## config.mk

```make
export PLATFORM = sky130hd
export DESIGN_NAME = multi_timer_flat
export DESIGN_NICKNAME = d
export VERILOG_FILES = /design/src/rtl/multi_timer_if.sv /design/src/rtl/multi_timer.sv /design/src/flat_wrapper.sv
export SDC_FILE = /design/constraint.sdc
export NUM_CORES = 1
export LEC_CHECK = 0
export ABC_AREA = 1
export BUFFER_PORTS_ARGS = -buffer_cell sky130_fd_sc_hd__buf_2
export CAP_MARGIN = 20
export CORE_ASPECT_RATIO = 0.9
export CORE_MARGIN = 3
export CORE_UTILIZATION = 54
export DETAILED_ROUTE_END_ITERATION = 16
export GPL_ROUTABILITY_DRIVEN = 0
export PLACE_DENSITY = 0.85
export SYNTH_ARGS = -nofsm -noshare
export SYNTH_HDL_FRONTEND = slang
export SYNTH_SLANG_ARGS = --single-unit
```

## constraint.sdc

```tcl
create_clock -name clk -period 1.73 [get_ports clk]
set_input_delay 0.0865 -clock clk [delete_from_list [all_inputs] [get_ports clk]]
set_output_delay 0.0865 -clock clk [all_outputs]
set_load 0.01 [all_outputs]
```

## src/rtl/multi_timer_if.sv

```systemverilog
// CPU-facing register bus and interrupt outputs of the multi-channel timer.
// The slave modport is the timer's view; the master modport is the CPU's.
interface multi_timer_if #(
  parameter int CH = 2
);
  logic [31:0]   DEV_Addr;
  logic          DEV_WE;
  logic [31:0]   DEV_WD;
  logic [31:0]   DEV_RD;
  logic          intrp;
  logic [CH-1:0] intrp_vec;

  modport master (
    output DEV_Addr, DEV_WE, DEV_WD,
    input  DEV_RD, intrp, intrp_vec
  );

  modport slave (
    input  DEV_Addr, DEV_WE, DEV_WD,
    output DEV_RD, intrp, intrp_vec
  );
endinterface

```

## src/rtl/multi_timer.sv

```systemverilog
// CH independent down-counting timers. Each timer has a CTRL/PRESET/COUNT/STATUS
// register bank and a four-state IDLE/LOAD/CNT/INT sequencer.
module multi_timer #(
  parameter int CH = 2,
  parameter int W  = 32
) (
  input  logic         clk,
  input  logic         reset,
  multi_timer_if.slave bus
);

  localparam logic [1:0] S_IDLE = 2'd0;
  localparam logic [1:0] S_LOAD = 2'd1;
  localparam logic [1:0] S_CNT  = 2'd2;
  localparam logic [1:0] S_INT  = 2'd3;

  localparam logic [1:0] R_CTRL   = 2'd0;
  localparam logic [1:0] R_PRESET = 2'd1;
  localparam logic [1:0] R_COUNT  = 2'd2;
  localparam logic [1:0] R_STATUS = 2'd3;

  logic [2:0]    ch_sel;
  logic [1:0]    reg_sel;
  logic [31:0]   ch_rd [CH];
  logic [CH-1:0] irq_vec;
  logic [31:0]   rd_data;
  logic          unused_addr;

  assign ch_sel      = bus.DEV_Addr[6:4];
  assign reg_sel     = bus.DEV_Addr[3:2];
  assign unused_addr = ^{bus.DEV_Addr[31:7], bus.DEV_Addr[1:0]};

  for (genvar c = 0; c < CH; c++) begin : g_ch
    logic         en_q, en_d;
    logic [1:0]   mode_q, mode_d;
    logic         im_q, im_d;
    logic         pend_q, pend_d;
    logic [1:0]   state_q, state_d;
    logic [W-1:0] preset_q, preset_d;
    logic [W-1:0] count_q, count_d;
    logic         wr_hit;
    logic [31:0]  rd_val;

    assign wr_hit = bus.DEV_WE && (ch_sel == 3'(c));

    always_comb begin
      // NOTE: every _d defaults to its _q first, so no path through this block can infer a latch.
      en_d     = en_q;
      mode_d   = mode_q;
      im_d     = im_q;
      pend_d   = pend_q;
      state_d  = state_q;
      preset_d = preset_q;
      count_d  = count_q;

      // The clear is applied before the sequencer so an INT on the same edge re-sets PEND.
      if (wr_hit && reg_sel == R_STATUS && bus.DEV_WD[0]) pend_d = 1'b0;

      case (state_q)
        S_IDLE: if (en_q) state_d = S_LOAD;
        S_LOAD: begin
          count_d = preset_q;
          state_d = S_CNT;
        end
        S_CNT: begin
          if (!en_q) begin
            state_d = S_IDLE;
          end else if (count_q == '0) begin
            state_d = S_INT;
          end else begin
            count_d = count_q - W'(1);
            if (count_q == W'(1)) state_d = S_INT;
          end
        end
        default: begin
          pend_d = 1'b1;
          if (mode_q == 2'b01) begin
            state_d = S_LOAD;
          end else begin
            en_d    = 1'b0;
            state_d = S_IDLE;
          end
        end
      endcase

      // CPU writes come last so they override the one-shot EN auto-clear.
      if (wr_hit && reg_sel == R_CTRL) begin
        en_d   = bus.DEV_WD[0];
        mode_d = bus.DEV_WD[2:1];
        im_d   = bus.DEV_WD[3];
      end
      if (wr_hit && reg_sel == R_PRESET) preset_d = bus.DEV_WD[W-1:0];
    end

    always_ff @(posedge clk) begin
      // NOTE: state registers use non-blocking assignments so every flop samples pre-edge values.
      if (reset) begin
        en_q     <= 1'b0;
        mode_q   <= 2'b00;
        im_q     <= 1'b0;
        pend_q   <= 1'b0;
        state_q  <= S_IDLE;
        preset_q <= '0;
        count_q  <= '0;
      end else begin
        en_q     <= en_d;
        mode_q   <= mode_d;
        im_q     <= im_d;
        pend_q   <= pend_d;
        state_q  <= state_d;
        preset_q <= preset_d;
        count_q  <= count_d;
      end
    end

    always_comb begin
      rd_val = '0;
      case (reg_sel)
        R_CTRL:   rd_val = {28'd0, im_q, mode_q, en_q};
        R_PRESET: rd_val = 32'(preset_q);
        R_COUNT:  rd_val = 32'(count_q);
        default:  rd_val = {29'd0, state_q, pend_q};
      endcase
    end

    assign ch_rd[c]   = rd_val;
    assign irq_vec[c] = pend_q & im_q;
  end

  // Channel indices with no timer behind them read as zero.
  always_comb begin
    rd_data = '0;
    for (int c = 0; c < CH; c++) begin
      if (ch_sel == 3'(c)) rd_data = ch_rd[c];
    end
  end

  assign bus.DEV_RD    = rd_data;
  assign bus.intrp_vec = irq_vec;
  assign bus.intrp     = |irq_vec;

endmodule
```

## src/flat_wrapper.sv

```systemverilog
// flat-port wrapper written by rule: the top's interface ports become plain ports
module multi_timer_flat 
#(
  parameter int CH = 2,
  parameter int W  = 32
)
  (clk, reset, bus_DEV_Addr, bus_DEV_WE, bus_DEV_WD, bus_DEV_RD, bus_intrp, bus_intrp_vec);
  multi_timer_if #(.CH(CH)) bus_i ();
  input  logic clk;
  input  logic reset;
  input wire logic [$bits(bus_i.DEV_Addr)-1:0] bus_DEV_Addr;
  input wire logic [$bits(bus_i.DEV_WE)-1:0] bus_DEV_WE;
  input wire logic [$bits(bus_i.DEV_WD)-1:0] bus_DEV_WD;
  output wire logic [$bits(bus_i.DEV_RD)-1:0] bus_DEV_RD;
  output wire logic [$bits(bus_i.intrp)-1:0] bus_intrp;
  output wire logic [$bits(bus_i.intrp_vec)-1:0] bus_intrp_vec;
  assign bus_i.DEV_Addr = bus_DEV_Addr;
  assign bus_i.DEV_WE = bus_DEV_WE;
  assign bus_i.DEV_WD = bus_DEV_WD;
  assign bus_DEV_RD = bus_i.DEV_RD;
  assign bus_intrp = bus_i.intrp;
  assign bus_intrp_vec = bus_i.intrp_vec;
  multi_timer #(.CH(CH), .W(W)) u_core (.clk(clk), .reset(reset), .bus(bus_i));
endmodule
```

==> reports/metrics.yaml <==
synth:
  synth_fp_nets: 1527
  synth.distinct_cells: 31
  netlist_area_sq_um: 8930
  netlist_instances: 1450
  avgSynthCellArea_sq_um: 6.16
  synth_top_area_share: 0.318
  yosys-top-cells-area: "dfxtp_1 32%, nand2_1 13%, nor2_1 11%"
  synth_area_leader_cell: "dfxtp_1"
  seq_area_frac_synth: 0.318
  ys_seq_elements: 142
  yosys_warnings: 0
worst_setup_path:
  r2r.worst_path.cells: 12
  critPathMaxFanout: 5
  required_ns: 2.05
  crit_slowest_cell: "dfxtp_1"
  start_kind: "flip-flop"
  crit_path_end_kind: "flip-flop"
  crit_chain: "nor2_2, nand2_2, nor2_4, buf_4, buf_4, nand2_2, nor2_1, a21oi_1, nor2_2, nand2_1, nand2_1, nor2_1"
  critPathMaxStageDelay_ns: 0.39
  critPathKind: "flip-flop to flip-flop"
  worstPathArrival_ns: 2.06
cells_and_area:
  syn_to_final_growth_pct: 32.0
  drive_gt1_frac: 0.244
  final_core_util: 0.745
  final_cell_area_sq_um: 11800
  n_antenna_cell: 0
  final_net_count: 1722
detailed_routing:
  viasPerCell: 5.99
  highest_layer: "met5"
  wirelength_mm: 33.0
  drc_errors: 0
  wl_per_cell_um: 17.7
  met3WireLength_mm: 4.18
  wl_met2_mm: 15.1
  drtPass1Iterations: 9
  wl_met1_mm: 12.4
  ant_nets: 0
  vias: 11100
  drt_iter0_drc: 1546
clock_network:
  cts_root_buf: "clkbuf_16"
  clkLatencyLatePin_ns: 0.43
  cts_tree: "built"
  path_clk_slew_ns: 0.06
  numCtsBuffers: 17
  cts_buffer_depth: 2
  clock-sinks: 142
  cts_max_level: 4
min_path:
  hold-path-cell-count: 3
  holdCritPathClass: "primary input to flip-flop"
floorplan:
  core_sq_um: 15800
  die_w_um: 142
  rows: 43
  die_h_um: 128
  io_pins: 102
  start_util: 0.564
  dieArea_sq_um: 18100
timing:
  skew_ns: 0.00704
  setup_slack_ns: -0.00782
  tightest_slew_ns: 0.587
  slew-limit-headroom: 0.609
  drv_slew: 0
  rsz0062_at_grt: "yes"
  period_minus_slack_ns: 1.74
  final_hold_viol_count: 0
  setup_viol: 1
  period_share: 1.00
  clock.fmax_mhz: 575
place:
  placed_area_sq_um: 10300
  place_hpwl_mm: 22.3
  port_buffers: 74
power_and_ir_drop:
  clockPowerShare: 0.178
  switching_share: 0.468
  power_density_nw_per_um2: 1910
  p_leak_nw: 5.28
  p_comb_frac: 0.637
  p_seq_frac: 0.185
  worst_ir_drop_vdd_mv: 0.984
  p_int_mw: 12.0
  total_power_mw: 22.5
  p_sw_mw: 10.6
grt:
  grt_max_degree: 48
  grt_pass1_wl_mm: 50.1
  antenna_found_initial: 1
  grt.total_usage: 0.343
  grt_overflow_total: 0
  grt_pass1_vias: 10100
run_status:
  violations: "negative setup slack"
  status: "finished with violations"
flow_run:
  cap_violations: 0
-- power by group through the flow --
stage | sequential [mW] | combinational (mW) | clock (mW)
after global routing | 4.20 | 15.6 | 4.15
after detailed placement | 4.11 | 11.7 | 0
after global placement | 4.10 | 11.4 | 0
final | 4.16 | 14.4 | 4.02
after floorplan | 4.18 | 7.47 | 0
after CTS | 4.05 | 12.1 | 3.99
-- cell families after synthesis --
logic type                 share of synthesized area
buffers and inverters                          0.106
xor gates and xnor gates                     0.00687
AOI/OAI and AO/OA                              0.235
adders and majority gates                     0.0140
DFF                                            0.318
and+or+nand+nor                                0.320
-- critical path: cells and delay by family, from the launching register on --
family          cells  cell delay [ns]
buf+inv             2             0.26
simple gates        9             0.92
compound gates      1             0.08
flops               1             0.39
-- final cells by class --
cell class,instances,area (sq um)
Clock buffer,22,474
Inverter,167,629
Fill cell,1197,4030
Timing Repair Buffer,245,1950
Multi-Input combinational cell,1072,5460
Clock inverter,10,160
Tap cell,202,253
Sequential cell,142,2860
-- cell usage in the layout, fill, tap and decap left out, types with 26 or more instances in the layout --
| master | instances |
|---|---|
| a21oi_1 | 87 |
| a22o_1 | 28 |
| buf_2 | 75 |
| buf_4 | 122 |
| dfxtp_1 | 131 |
| dlygate4sd3_1 | 26 |
| inv_1 | 152 |
| nand2_1 | 282 |
| nand2_2 | 34 |
| nand3_1 | 62 |
| nor2_1 | 210 |
| nor2_2 | 43 |
| o21ai_0 | 172 |
| o21ai_1 | 29 |
| o22ai_1 | 40 |
-- state kept, by name, indices dropped and copies added (netlist names) --
register              count
u_core.g_ch.count_q      64
u_core.g_ch.state_q       4
u_core.g_ch.mode_q        4
u_core.g_ch.preset_q     64
u_core.g_ch.en_q          2
u_core.g_ch.im_q          2
u_core.g_ch.pend_q        2
-- synth_stat cells --
cell	n
nor2_4	11
a22o_1	28
a21oi_2	9
nand3_1	63
o221ai_1	1
nor3_1	2
dfxtp_1	142
buf_6	6
ha_1	10
nor2_1	257
clkbuf_1	52
buf_4	4
inv_1	161
a221oi_1	4
xnor2_1	1
o21ai_0	187
nand2_1	302
inv_2	4
buf_1	5
o21ai_1	17
nand4_1	12
nor4_1	1
xor2_1	6
nor2_2	9
nand2_4	3
clkinv_1	2
buf_2	2
nand2_2	16
a21oi_1	90
o22ai_1	41
nand3_4	2
-- per-layer routing --
layer,vias up,track usage
li1,5110,-
met1,5101,0.457
met2,782,0.553
met3,140,0.0776
met4,2,0.116
met5,-,0
-- per-stage QoR --
step | setup TNS [ns] | cells | hold slack (ns) | setup slack [ns]
after floorplan | 0 | 1450 | 0.221 | 0.0654
after global placement | -0.0234 | 1779 | 0.328 | -0.0234
after detailed placement | -1.41 | 1779 | 0.331 | -0.0857
after CTS | -0.0338 | 1839 | 0.00275 | -0.0183
after global routing | -1.30 | 1860 | 0.0138 | -0.0747
final | -0.00782 | 1860 | 0.00642 | -0.00782
-- worst paths after layout --
kind,slack (ns),end,startpoint
min reg2reg,0.48,u_core.g_ch[0].preset_q[26],u_core.g_ch[0].preset_q[26]
min,0.006,u_core.g_ch[1].preset_q[29],bus_DEV_WD[29]
max reg2reg,-0.008,u_core.g_ch[1].count_q[26],u_core.g_ch[1].count_q[7]
max,-0.008,u_core.g_ch[1].count_q[26],u_core.g_ch[1].count_q[7]
-- timing repair --
item / CTS / global route
setup buffers: 2 / 21
pin swaps: 5 / 32
hold buffers: 26 / 0
resized for setup: 9 / 133
endpoints found under the hold margin: 41 / 0
endpoints found under the setup margin: 52 / 71
cloned: 0 / 1
Power figures use the tool's default switching activity.
